**src/rtl/ysyx_23060332_pkg.sv**
```systemverilog
// ysyx_23060332_pkg: shared widths, reset vector, response codes and IFU state encoding
package ysyx_23060332_pkg;
  localparam int INST_ADDR_BUS = 32;
  localparam int INST_BUS = 32;
  localparam logic [31:0] DEF_RESET_PC = 32'h8000_0000;
  localparam logic [1:0] RESP_OKAY = 2'b00;
  typedef enum logic [1:0] {IFU_REQ, IFU_WAIT, IFU_HOLD} ifu_state_e;
endpackage

```
**src/rtl/ysyx_23060332_ifu.sv**
```systemverilog
// ysyx_23060332_ifu: instruction fetch unit issuing word reads and holding the result for decode
module ysyx_23060332_ifu
  import ysyx_23060332_pkg::*;
#(
  parameter int ADDR_W = INST_ADDR_BUS,
  parameter int INST_W = INST_BUS,
  parameter logic [ADDR_W-1:0] RESET_PC = ADDR_W'(DEF_RESET_PC)
) (
  input  logic              clk,
  input  logic              rst,
  output logic              mem_arvalid,
  input  logic              mem_arready,
  output logic [ADDR_W-1:0] mem_araddr,
  input  logic              mem_rvalid,
  output logic              mem_rready,
  input  logic [INST_W-1:0] mem_rdata,
  input  logic [1:0]        mem_rresp,
  output logic              inst_valid,
  input  logic              inst_ready,
  output logic [INST_W-1:0] inst,
  output logic [ADDR_W-1:0] pc,
  output logic              inst_err,
  input  logic              redirect_valid,
  input  logic [ADDR_W-1:0] redirect_addr
);
  ifu_state_e state, state_nx;
  logic [ADDR_W-1:0] fetch_pc, fetch_nx, req_pc, pc_q, tgt;
  logic [INST_W-1:0] inst_q;
  logic kill, kill_nx, err_q, rst_q, cap, unused_lsb;
  // req_pc freezes the bus address while a redirect retargets fetch_pc;
  // rst_q keeps the request off the bus through the cycle in which rst is released
  assign tgt = {redirect_addr[ADDR_W-1:2], 2'b00};
  assign unused_lsb = ^redirect_addr[1:0];
  assign mem_arvalid = state == IFU_REQ && !rst_q;
  assign mem_araddr = req_pc;
  assign mem_rready = state == IFU_WAIT;
  assign inst_valid = state == IFU_HOLD;
  assign inst = inst_q;
  assign pc = pc_q;
  assign inst_err = err_q;
  // next state, next fetch address and kill tracking
  always_comb begin
    state_nx = state;
    fetch_nx = redirect_valid ? tgt : fetch_pc;
    kill_nx = kill | redirect_valid;
    cap = 1'b0;
    case (state)
      IFU_REQ: state_nx = mem_arvalid && mem_arready ? IFU_WAIT : IFU_REQ;
      IFU_WAIT: if (mem_rvalid) begin
        kill_nx = 1'b0;
        cap = !kill && !redirect_valid;
        state_nx = cap ? IFU_HOLD : IFU_REQ;
      end
      IFU_HOLD: begin
        kill_nx = 1'b0;
        if (redirect_valid || inst_ready) begin
          state_nx = IFU_REQ;
          fetch_nx = redirect_valid ? tgt : fetch_pc + ADDR_W'(4);
        end
      end
      default: state_nx = IFU_REQ;
    endcase
  end
  // state, address and held-instruction registers
  always_ff @(posedge clk) begin
    rst_q <= rst;
    if (rst) begin
      state <= IFU_REQ;
      fetch_pc <= RESET_PC;
      req_pc <= RESET_PC;
      kill <= 1'b0;
      inst_q <= '0;
      pc_q <= '0;
      err_q <= 1'b0;
    end else begin
      state <= state_nx;
      fetch_pc <= fetch_nx;
      kill <= kill_nx;
      if (state != IFU_REQ && state_nx == IFU_REQ) req_pc <= fetch_nx;
      if (cap) begin
        inst_q <= mem_rdata;
        pc_q <= fetch_pc;
        err_q <= mem_rresp != RESP_OKAY;
      end
    end
  end
endmodule
```
**config.mk**
```make
export PLATFORM = sky130hd
export DESIGN_NAME = ysyx_23060332_ifu
export DESIGN_NICKNAME = d
export VERILOG_FILES = /design/src/rtl/ysyx_23060332_pkg.sv /design/src/rtl/ysyx_23060332_ifu.sv
export SDC_FILE = /design/constraint.sdc
export NUM_CORES = 1
export LEC_CHECK = 0
export ABC_CLOCK_PERIOD_IN_PS = 2350
export BUFFER_PORTS_ARGS = -buffer_cell sky130_fd_sc_hd__buf_2
export CAP_MARGIN = 20
export CORE_UTILIZATION = 38
export CTS_CLUSTER_SIZE = 12
export DETAILED_ROUTE_END_ITERATION = 10
export PLACE_DENSITY = 0.59
export SYNTH_ARGS = -nofsm -noshare
export SYNTH_HDL_FRONTEND = slang
export SYNTH_SLANG_ARGS = --single-unit
```
**constraint.sdc**
```tcl
create_clock -name clk -period 2.35 [get_ports clk]
set_input_delay 0.47 -clock clk [delete_from_list [all_inputs] [get_ports clk]]
set_output_delay 0.47 -clock clk [all_outputs]
set_load 0.01 [all_outputs]
```
==> results.ini <==
[timing]
report.final.slew_viol_count=0
relSlewSlack_pct=50.5
fmax_mhz=464
finalWorstSetupSlack_ns=0.193
layout_min_cycle_time_ns=2.16
fin_worst_skew_ns=0.00760
hold_viol_final=0
grt_setup_unrepaired=yes
tns_ns=0
worstMarginPinSlew_ns=0.741
final.period_utilization_pct=91.8
setup_viol=0

[clock_network]
cts.sinks=133
cts_tree=done
clkTransAtPathRegs_ns=0.05
post_cts.repair.setup_buffers=0
cts_max_level=4
cts_buffer_depth=2
clkLatencyLatePin_ns=0.42
root_buffer=clkbuf_16
cts_buffers=17

[min_path]
hp-class=in2reg
hold_depth=3
holdCritStartpoint=mem_rdata[25]
hold_end=inst[25]$_SDFFE_PP0P_

[worst_setup_path]
startpoint_type=register
cp_data_arrival_time_ns=2.44
reg2reg_depth=10
r2r-end=mem_araddr[15]$_SDFFE_PP0P_
cp-end-kind=register
r2r_slack_ns=0.19
worst-setup-path-type=reg2reg
timing.rr.start=state[0]$_SDFF_PP0_
cp_max_fo=8
cp.required_ns=2.63

[route]
dr.pass1.iters=5
drt_iter0_markers=338
viasPerCell=5.06
drt-wirelength-per-cell_um=15.0
vias=5169
route.detailed.drc=0
routed_wl_mm=15.3
ant_nets=0

[power_and_ir_drop]
swShare_pct=23.0
p_leak_uw=0.00301
internal_power_uw=4000
clkPwrFrac_pct=46.8
powerDensity_nw_per_um2=727
power_switching_uw=1190
vdd_drop_max_mv=0.475
pwr-share-comb_pct=7.2
pwr-share-seq_pct=46.0

[yosys]
synth_top_area_share_pct=48.8
ys_seq_area_share_pct=48.8
syn_nets=740
synthCells=663
ys.flop_type=dfxtp_1
syn_area_per_cell_um2=8.23
yosysTopAreaCell=dfxtp_1
ys_ff_latch=133
synth_area_um2=5460
synthArstFlopShare_pct=0
ys_warn_count=0
synth_cell_type_count=44
synth_edf_count=0
yosys-top-cells-area=dfxtp_1 (49%), nand2_1 (13%), a21oi_1 (7.6%)

[floorplan]
die_x_um=122
start_util_pct=39.2
ios=172
die_h_um=122
coreArea_um2=13900
die_area_um2=14800
fp-row-count=43

[job]
drv_cap=0

[cells_and_area]
post-route-util_pct=51.2
nNetsFinal=906
syn2layout_area_growth_pct=30.8
num-fill-cells=1360
drive_above_1_share_pct=28.7

[grt]
grt_util_all_layers_pct=21.3
grt-ovfl-total=0
grt_pass1_wl_mm=24.4
antenna_found_initial=1
grt_max_degree=114
grt_pass1_vias=4990

[placement]
dpl_worst_slack_ns=-0.0132
hpwl_mm=10.7
portBuffers=169
gp_congestion=0.828

[outcome]
status=complete, no violations

## per-layer routing
metal | GRT usage [%] | part of all wire [%] | up-vias
met1 | 27.1 | 46 | 2403
met3 | 5.52 | 6.7 | 14
met5 | 0 | 0 | -
met2 | 34.8 | 46 | 175
met4 | 7.41 | 1.2 | 0
li1 | - | - | 2577
## synth_stat cells, types with 5 or more instances
cell type,n
o41ai_2,10
buf_2,7
nand4_1,17
inv_1,5
buf_1,6
nor2_1,32
nand2_1,183
clkbuf_1,33
dfxtp_1,133
a21oi_1,83
and3_1,5
ha_1,5
mux2i_1,5
nor3_1,22
nand3_1,23
and2_1,14
xnor2_1,25
o21ai_0,11
## registers in the layout (all words and copies together) (netlist names)
register and flops:
state 2, rst_q 1, pc 32, inst 32
kill 1, inst_err 1, fetch_pc 32, mem_araddr 32
## worst max path at each step
stage	startpoint	endpoint	cells after the start
after floorplan	state[0]$_SDFF_PP0_	mem_araddr[27]$_SDFFE_PP0P_	8
final	state[0]$_SDFF_PP0_	mem_araddr[15]$_SDFFE_PP0P_	10
after global routing	state[0]$_SDFF_PP0_	mem_araddr[15]$_SDFFE_PP0P_	10
after global placement	redirect_valid	mem_araddr[9]$_SDFFE_PP0P_	8
after CTS	state[1]$_SDFF_PP0_	mem_araddr[16]$_SDFFE_PP0P_	7
after detailed placement	redirect_valid	mem_araddr[9]$_SDFFE_PP0P_	8
## power by group through the flow
| stage | clock (uW) | combinational, uW | sequential, uW |
|---|---|---|---|
| global route | 2590 | 416 | 2390 |
| CTS | 2480 | 375 | 2380 |
| floorplan | 0 | 204 | 2420 |
| finish | 2430 | 373 | 2390 |
| detailed placement | 0 | 370 | 2430 |
| global placement | 0 | 364 | 2430 |
## cells in the final DEF (no fill, tap or decap), types with 2 or more instances in the layout
cell and instances:
o21ai_1 2, ha_1 5, a21oi_1 82, nor2_1 32, inv_1 5, o31ai_1 2
o211ai_1 4, nand2b_1 2, nor3_2 2, and4_1 2, xnor2_1 25, clkbuf_8 3
clkinv_2 4, o21ai_0 11, o41ai_2 10, clkbuf_1 5, o21a_1 2, nor4_4 2
dfxtp_1 133, o21bai_4 2, and3_1 4, nand4_1 17, nor4_1 4, buf_2 168
xor2_1 4, buf_12 2, and2_1 14, o211a_1 2, nand3_1 22, clkbuf_16 17
nor2b_1 3, buf_4 21, mux2i_1 5, nand2_1 183, nor3_1 21
## worst max-delay path, cell delays in order, from the launching register on
cell	delay, ns
dfxtp_1	0.34
inv_1	0.11
ha_1	0.18
buf_4	0.18
o21ai_2	0.13
nor4_4	0.30
buf_6	0.17
nand4_1	0.12
xnor2_1	0.18
o211ai_1	0.22
a21oi_1	0.09
## what timing repair did
item | CTS | global route
hold buffers | 0 | 0
cloned | 1 | 0
endpoints found under the hold margin | 0 | 0
gates resized for setup | 0 | 5
endpoints found under the setup margin | 11 | 21
pin swaps | 1 | 0
## cell type report
type	count	area [um^2]	share of cell area [%]
clock buffers	25	485	6.80
inverters	5	18.8	0.263
diodes	1	2.50	0.0350
clock inverters	5	50.0	0.701
repair buffers	192	1050	14.7
flip-flops and latches	133	2660	37.3
well taps	180	225	3.15
multi-input cells	480	2650	37.1
## per-stage QoR
step	power (uW)	std cells	hold WS, ns	area [um^2]
floorplan	2630	663	0.441	5460
global placement	2790	989	0.439	6560
detailed placement	2800	989	0.444	6560
CTS	5240	1020	0.279	7110
global route	5400	1021	0.284	7140
finish	5190	1021	0.293	7140
## cell families (layout without fill, tap and decap cells)
logic type / after synthesis / count (layout) / share of synthesized area [%]
AO/OA/AOI/OAI: 124 / 125 / 14.5
XOR/XNOR: 29 / 29 / 4.65
adder cells (fa/ha/maj): 5 / 5 / 1.15
buffers and inverters: 51 / 227 / 3.67
flip-flops: 133 / 133 / 48.8
multiplexers: 5 / 5 / 0.917
other: 0 / 1 / 0
AND/OR/NAND/NOR: 316 / 316 / 26.3
No activity file was read; power rests on OpenSTA's default activity.
